--- src/rtl/evb_pkg.sv ---
// Shared definitions for the EVB result collector: widths, reset constants,
// the log2 helper and the layout of one FIFO entry.
package evb_pkg;

  localparam int EVB_RES_W = 32;

  // Pending status word reset value (all ones means "no status yet").
  localparam logic [31:0] EVB_STATUS_RST = 32'hFFFF_FFFF;

  // Ceiling log2, usable in constant expressions for pointer/count widths.
  function automatic int evb_log2(input int n);
    int r;
    r = 0;
    for (int i = 0; i < 31; i++) begin
      if ((1 << i) < n) r = i + 1;
    end
    return r;
  endfunction

  // One FIFO entry, MSB first: {result, status, last}.
  typedef struct packed {
    logic [EVB_RES_W-1:0] result;
    logic [EVB_RES_W-1:0] status;
    logic                 last;
  } evb_entry_t;

endpackage

--- src/rtl/evb_sync_fifo.sv ---
// Synchronous first-word-fall-through FIFO. The head entry is read
// combinationally from registered storage. A push into a full FIFO is only
// taken when a pop happens in the same cycle; otherwise it is ignored and
// the caller is expected to flag the loss.
module evb_sync_fifo
  import evb_pkg::*;
#(
  parameter int WIDTH = 2 * EVB_RES_W + 1,
  parameter int DEPTH = 32
) (
  input  logic                      clk,
  input  logic                      rst,
  input  logic                      push_i,
  input  logic [WIDTH-1:0]          din_i,
  input  logic                      pop_i,
  output logic [WIDTH-1:0]          dout_o,
  output logic                      full_o,
  output logic                      empty_o,
  output logic [evb_log2(DEPTH):0]  count_o
);

  localparam int AW = evb_log2(DEPTH);

  logic [WIDTH-1:0] mem_q [DEPTH];
  logic [AW-1:0]    wr_ptr_q, wr_ptr_d;
  logic [AW-1:0]    rd_ptr_q, rd_ptr_d;
  logic [AW:0]      count_q, count_d;
  logic             do_push;
  logic             do_pop;

  assign empty_o = (count_q == '0);
  assign full_o  = (count_q == (AW+1)'(DEPTH));
  assign count_o = count_q;
  assign dout_o  = mem_q[rd_ptr_q];

  assign do_pop  = pop_i && !empty_o;
  assign do_push = push_i && (!full_o || do_pop);

  // Next pointer and occupancy values; pointers wrap naturally at DEPTH.
  always_comb begin
    wr_ptr_d = wr_ptr_q;
    rd_ptr_d = rd_ptr_q;
    count_d  = count_q;
    if (do_push) wr_ptr_d = wr_ptr_q + AW'(1);
    if (do_pop)  rd_ptr_d = rd_ptr_q + AW'(1);
    case ({do_push, do_pop})
      2'b10:   count_d = count_q + (AW+1)'(1);
      2'b01:   count_d = count_q - (AW+1)'(1);
      default: count_d = count_q;
    endcase
  end

  // Pointer and occupancy registers.
  always_ff @(posedge clk) begin
    if (rst) begin
      wr_ptr_q <= '0;
      rd_ptr_q <= '0;
      count_q  <= '0;
    end else begin
      wr_ptr_q <= wr_ptr_d;
      rd_ptr_q <= rd_ptr_d;
      count_q  <= count_d;
    end
  end

  // Storage array; contents are meaningless until written, so no reset.
  always_ff @(posedge clk) begin
    if (do_push) mem_q[wr_ptr_q] <= din_i;
  end

endmodule

--- src/rtl/evb_result_collector.sv ---
// Collects per-point results from the block evaluator, holds the newest one
// in a pending register until it is known whether it ends the block, then
// commits it to an output FIFO tagged with a last flag.
// Stream handshake: an entry transfers on every clk edge where
// out_valid && out_ready; while out_valid=1 and out_ready=0 the head entry
// (out_result/out_status/out_last) is held unchanged.
// The evaluator cannot be stalled, so lost commits and malformed pulse
// sequences are reported through sticky flags instead of backpressure.
module evb_result_collector
  import evb_pkg::*;
#(
  parameter int DEPTH = 32,
  parameter int RES_W = EVB_RES_W
) (
  input  logic                     clk,
  input  logic                     rst,
  input  logic                     done_evp,
  input  logic [RES_W-1:0]         result,
  input  logic [RES_W-1:0]         status,
  input  logic                     done_evb,
  output logic                     out_valid,
  input  logic                     out_ready,
  output logic [RES_W-1:0]         out_result,
  output logic [RES_W-1:0]         out_status,
  output logic                     out_last,
  output logic [evb_log2(DEPTH):0] fifo_count,
  output logic                     idle,
  output logic [15:0]              blocks_done,
  output logic                     overflow,
  output logic                     proto_err,
  input  logic                     clr_flags
);

  localparam int EW = 2 * RES_W + 1;

  logic [RES_W-1:0] pend_result_q, pend_result_d;
  logic [RES_W-1:0] pend_status_q, pend_status_d;
  logic             pend_valid_q, pend_valid_d;
  logic [15:0]      blocks_q, blocks_d;
  logic             overflow_q, overflow_d;
  logic             proto_err_q, proto_err_d;

  logic             evb_only;
  logic             commit;
  logic             commit_last;
  logic             pop;
  logic             fifo_full;
  logic             fifo_empty;
  logic [EW-1:0]    fifo_dout;

  // A coincident done_evb is ignored, so only a lone done_evb closes a block.
  assign evb_only    = done_evb && !done_evp;
  assign commit      = pend_valid_q && (done_evp || done_evb);
  assign commit_last = evb_only;
  assign pop         = out_valid && out_ready;

  evb_sync_fifo #(
    .WIDTH (EW),
    .DEPTH (DEPTH)
  ) u_fifo (
    .clk     (clk),
    .rst     (rst),
    .push_i  (commit),
    .din_i   ({pend_result_q, pend_status_q, commit_last}),
    .pop_i   (pop),
    .dout_o  (fifo_dout),
    .full_o  (fifo_full),
    .empty_o (fifo_empty),
    .count_o (fifo_count)
  );

  assign out_valid   = !fifo_empty;
  assign out_result  = fifo_dout[EW-1 -: RES_W];
  assign out_status  = fifo_dout[RES_W:1];
  // Storage is unreset, so the last flag is masked while nothing is valid.
  assign out_last    = out_valid && fifo_dout[0];
  assign idle        = fifo_empty && !pend_valid_q;
  assign blocks_done = blocks_q;
  assign overflow    = overflow_q;
  assign proto_err   = proto_err_q;

  // Event handling: pending register, block counter and sticky error flags.
  always_comb begin
    pend_result_d = pend_result_q;
    pend_status_d = pend_status_q;
    pend_valid_d  = pend_valid_q;
    blocks_d      = blocks_q;
    overflow_d    = overflow_q;
    proto_err_d   = proto_err_q;

    if (clr_flags) begin
      overflow_d  = 1'b0;
      proto_err_d = 1'b0;
    end

    if (done_evp) begin
      pend_result_d = result;
      pend_status_d = status;
      pend_valid_d  = 1'b1;
      if (done_evb) proto_err_d = 1'b1;
    end else if (done_evb) begin
      if (pend_valid_q) begin
        pend_valid_d = 1'b0;
        // A dropped last entry still closes its block.
        blocks_d     = blocks_q + 16'd1;
      end else begin
        proto_err_d  = 1'b1;
      end
    end

    if (commit && fifo_full && !pop) overflow_d = 1'b1;
  end

  // Collector state registers.
  always_ff @(posedge clk) begin
    if (rst) begin
      pend_result_q <= '0;
      pend_status_q <= RES_W'(EVB_STATUS_RST);
      pend_valid_q  <= 1'b0;
      blocks_q      <= '0;
      overflow_q    <= 1'b0;
      proto_err_q   <= 1'b0;
    end else begin
      pend_result_q <= pend_result_d;
      pend_status_q <= pend_status_d;
      pend_valid_q  <= pend_valid_d;
      blocks_q      <= blocks_d;
      overflow_q    <= overflow_d;
      proto_err_q   <= proto_err_d;
    end
  end

endmodule

--- config.mk ---
export PLATFORM = sky130hd
export DESIGN_NAME = evb_result_collector
export DESIGN_NICKNAME = d
export VERILOG_FILES = /design/src/rtl/evb_pkg.sv /design/src/rtl/evb_sync_fifo.sv /design/src/rtl/evb_result_collector.sv
export SDC_FILE = /design/constraint.sdc
export NUM_CORES = 2
export LEC_CHECK = 0
export CORE_ASPECT_RATIO = 0.75
export CORE_MARGIN = 2
export CORE_UTILIZATION = 40
export DETAILED_ROUTE_END_ITERATION = 7
export PLACE_DENSITY = 0.65
export SLEW_MARGIN = 20
export SYNTH_ARGS = -nofsm -noshare
export SYNTH_HDL_FRONTEND = slang
export SYNTH_SLANG_ARGS = --single-unit
--- constraint.sdc ---
create_clock -name clk -period 7.4 [get_ports clk]
set_input_delay 1.11 -clock clk [delete_from_list [all_inputs] [get_ports clk]]
set_output_delay 1.11 -clock clk [all_outputs]
set_load 0.005 [all_outputs]
After elaboration in Yosys (flattened, before gate mapping):

Memory sizes are Yosys's and may differ from the RTL's. A register that Yosys moved wholly into a read port is not among the register bits.
Index checks and enable logic that the tools add are counted.

* bits in registers: 99
* bits in latches: 0
* memory bits (writable): 2080
* bits in read-only memories: 0
* output and inout port bits: 91
* logic and storage cells: 54
* memories kept: 1

Memory list
* u_fifo.mem_q: words 32, bits a word 65, rd ports 1, clocked after memory_dff 1, write ports 1, RTL line evb_sync_fifo.sv:24 `logic [WIDTH-1:0] mem_q [DEPTH];`

* $add $sub $neg: 5
* multiply operators: 0
* divide/modulo/power cells: 0
* $lt $le $gt $ge: 0
* equality and inequality tests: 3
* shift-type cells: 0
* muxes and demuxes: 14
* bitwise logic cells: 1
* reduce and logical (&&, ||, !) cells: 21

Operators with widths (number)
* $add A16 B1 Y16 const B: 1
* $pmux W6 S2: 1
* $mux W1: 11
* $add A5 B1 Y5 const B: 2
* $mux W5: 2
* $logic_and A1 B1 Y1: 9
* $add A6 B1 Y6 const B: 1
* $eq A6 B6 Y1 const B: 1
* $logic_not A6 Y1: 1
* $reduce_bool A2 Y1: 3
* $sub A6 B1 Y6 const B: 1
* $logic_not A1 Y1: 5
* $reduce_and A3 Y1: 1
* $eq A2 B1 Y1 const B: 1
* $eq A2 B2 Y1 const B: 1
* $logic_or A1 B1 Y1: 2
* $not A1 Y1: 1

Depth between registers and ports, before layout:

* word-level depth: 8
* mapped depth: 9
* depth with buffers taken out: 8

Modules after synthesis:

A second synthesis with hierarchy kept.

* cells, all modules: 3556
* area, all modules: 83284.9 µm²

By module, submodules not included
* evb_sync_fifo: times used 1, cells each 3238, area each 80046.8 µm², seq. area each 62880.3 µm²
* evb_result_collector: times used 1, cells each 318, area each 3238.1 µm², seq. area each 1661.6 µm²

Worst setup path before layout:

Ideal clock, no wire load.

* path kind: in2reg
* start point: input done_evp
* end point: memory u_fifo.mem_q[31][0] (netlist bit), enable pin
* arrival time: 4.633 ns
* path slack: 2.279 ns
* stages: 4
* path buffers: 0
* cells stage by stage: o21ai_1 -> a31oi_2 -> nand2_1 -> nor2_1

* word-level cells in the longest chain between the ends: 5

RTL lines
* start: declaration: RTL line evb_result_collector.sv:17 `input logic done_evp,`
* $logic_or A1 B1 Y1: RTL line evb_result_collector.sv:53 `assign commit = pend_valid_q && (done_evp || done_evb);`
* $logic_and A1 B1 Y1: RTL line evb_result_collector.sv:53
* $logic_and A1 B1 Y1: RTL line evb_sync_fifo.sv:37 `assign do_push = push_i && (!full_o || do_pop);`
* $mux W1: RTL line evb_sync_fifo.sv:68 `if (do_push) mem_q[wr_ptr_q] <= din_i;`
* $mux W1 (not written as such): RTL line evb_sync_fifo.sv:68
* end: declaration: RTL line evb_sync_fifo.sv:24

Every way passes these cells.

==> flow_summary.ini <==
[run_status]
status = completed

[sta]
worst_slew_pin_slew_ns = 1.13
finalCriticalPeriod_ns = 5.76
fin_crit_sh_pct = 77.8
hold_ws_ns = 0.469
setup_violations = 0
hold_viol_final = 0
timing.fmax_mhz = 174
relSlewSlack_pct = 24.8
drv_slew = 0
skew_ns = 0.0436
setup_tns_ns = 0
rsz0062_at_grt = no

[power]
p_leak_uw = 0.0283
ir_drop_mv = 0.206
power_density_nw_per_um2 = 301

[setup_path]
cp-end-kind = output pin
critical_path.max_fanout = 44
crit_path_frequent_cell = mux2i_1
path_buf_inv = 2
path_cells = buf_4, mux4_2, mux2i_1, mux2i_1, nor2_1, a311oi_1, clkdlybuf4s50_1
cpMaxStageDelayCell = dfxtp_4
arrival_ns = 4.65
slowest_delay_ns = 0.90
start_kind = register
path_class = reg2out
crit_required_ns = 6.29
cpLargestDelayFamily = buffers and inverters

[synthesis]
yosys.cell_types.count = 57
synth_cells = 3623
synthTopCellsByArea = edfxtp_1 76%, mux4_2 14%, dfxtp_1 2.5%
synth-seq-cells = 2184
synth_area_um2 = 82500
synth_warnings = 0
synth.top_cell.area_share_pct = 75.7
syn_avg_cell_area_um2 = 22.8
syn_nets = 3700
synth_edf_count = 2080
yosys.area.top_type = edfxtp_1
synth-seq-area-share_pct = 78.2
synth_ff_type = edfxtp_1
async_flop_share_pct = 0

[floorplan]
die_area_um2 = 210000
core_um2 = 205000
die_x_um = 529
dieHeight_um = 397
io_pins = 161
start_util_pct = 40.2
fp-row-count = 144

[drt]
viasPerCell = 5.76
dr.pass1.iters = 6
drt_wl_total_um = 200000
ant_nets = 0
dr.first_iter.drc_count = 5113
vias = 38800
drc = 0
wl_per_cell_um = 29.6

[finish]
final_cell_mix = 2080 x edfxtp_1, 519 x mux4_2, 206 x clkbuf_16
regArea_um2 = 64600
multi_input_area_um2 = 17200
drive_above_1_share_pct = 24.7
fill_cells = 16600
n_antenna_cell = 0
nets = 3961
layout_commonest_cell = edfxtp_1
syn_to_final_growth_pct = 14.3

[grt]
antenna_found_initial = 4
grt_pass1_wl_um = 284000
grt_max_degree = 138
first_global_vias = 38700
grt_overflow_total = 0
grtUsageTotal_pct = 18.8

[placement]
io_buffers = 160
gp_congestion = 0.745
hpwl_um = 106000

[cts]
hold_buffers = 0
cts_max_level = 4
clk-insertion-delay-late_ns = 0.85
clock_sinks = 2184
cts.path.max_buffers = 4
cts_made_buffers = 203
cts_tree = yes
clockRootBuffer = clkbuf_16
clkSlewWorstSetupHoldPaths_ns = 0.06
cts_setup_buffers = 0
cts_resized = 0

[run]
maxCapViolCount = 0

[worst_hold_path]
min_path_type = reg2reg
where the power goes:
group          internal [uW]  switching, uW
registers              13600            351
logic                   2190           1840
clock network           5880           4460
total                  21700           6650
kinds of logic (layout without fill, tap and decap cells):
logic type	count (synthesis)	after routing	share of synthesized area [%]
buffers and inverters	205	624	1.28
flip-flops	2184	2184	78.2
multiplexers	689	689	16.3
adder cells (fa/ha/maj)	7	7	0.106
AO/OA/AOI/OAI	298	298	2.59
XOR/XNOR	23	23	0.244
AND/OR/NAND/NOR	217	217	1.28
metal layers:
metal	track usage, %	part of all wire [%]	routed length, um	up-vias
met4	4.12	2.0	4020	0
met5	0	0	0	-
met2	28.6	46	91200	1851
met3	3.71	9.3	18500	266
met1	28.2	43	85900	20800
li1	-	-	-	15900
area by class of cell:
type                       instances  area share [%]
clock inverter                   104            1.09
clock buffer                     259            5.80
tap                             2701            3.58
multi-input combinational       1234            18.3
sequential                      2184            68.5
timing repair buffer             253            2.75
inverter                           8          0.0345
through the flow:
step / setup slack [ns] / area (um^2) / power, uW / instances / util [%]
finish: 1.64 / 94400 / 28400 / 6743 / 46.0
global route: 1.42 / 94400 / 29300 / 6743 / 46.0
CTS: 1.47 / 94300 / 28600 / 6742 / 45.9
detailed placement: 2.15 / 87800 / 18400 / 6379 / 42.8
global placement: 2.18 / 87800 / 18400 / 6379 / 42.8
floorplan: 2.28 / 82500 / 17100 / 3623 / -
synthesized netlist by cell type, types with 14 or more instances:
cell	instances
a22o_1	14
a221oi_1	14
nor2b_1	37
clkbuf_1	63
a21boi_1	15
a211o_1	63
mux4_2	519
o22ai_1	100
edfxtp_1	2080
dfxtp_1	104
mux2i_1	160
xor2_1	19
o221ai_1	14
a211oi_1	15
buf_4	27
buf_2	80
nor2_1	105
buf_1	16
nand2_1	23
a21oi_1	41
worst register-to-register path: stages, from the launching register on:
cell,delay (ns)
dfxtp_1,0.47
o21ai_1,0.26
a31oi_2,0.60
nand2_1,0.61
nor2_4,0.90
buf_4,0.60
path summary, 6_finish.rpt:
kind / slack (ns) / start / cells past startpoint / endpoint
max: 1.64 / register / 7 / out_status[15]
min: 0.47 / proto_err$_SDFF_PP0_ / 2 / proto_err$_SDFF_PP0_
max reg2reg: 3.54 / pend_valid_q$_SDFFE_PP0N_ / 5 / u_fifo.mem_q[14][2]$_DFFE_PP_
min reg2reg: 0.47 / proto_err$_SDFF_PP0_ / 2 / proto_err$_SDFF_PP0_
sequential cells by signal, summed over array words and instances (netlist names), named ones only:
name,flops
u_fifo.mem_q,2080
pend_result_q,32
pend_status_q,32
blocks_done,16
u_fifo.count_o,6
u_fifo.rd_ptr_q,5
u_fifo.wr_ptr_q,5
overflow,1
pend_valid_q,1
proto_err,1
Note: power is estimated with default switching activity, not from simulation.
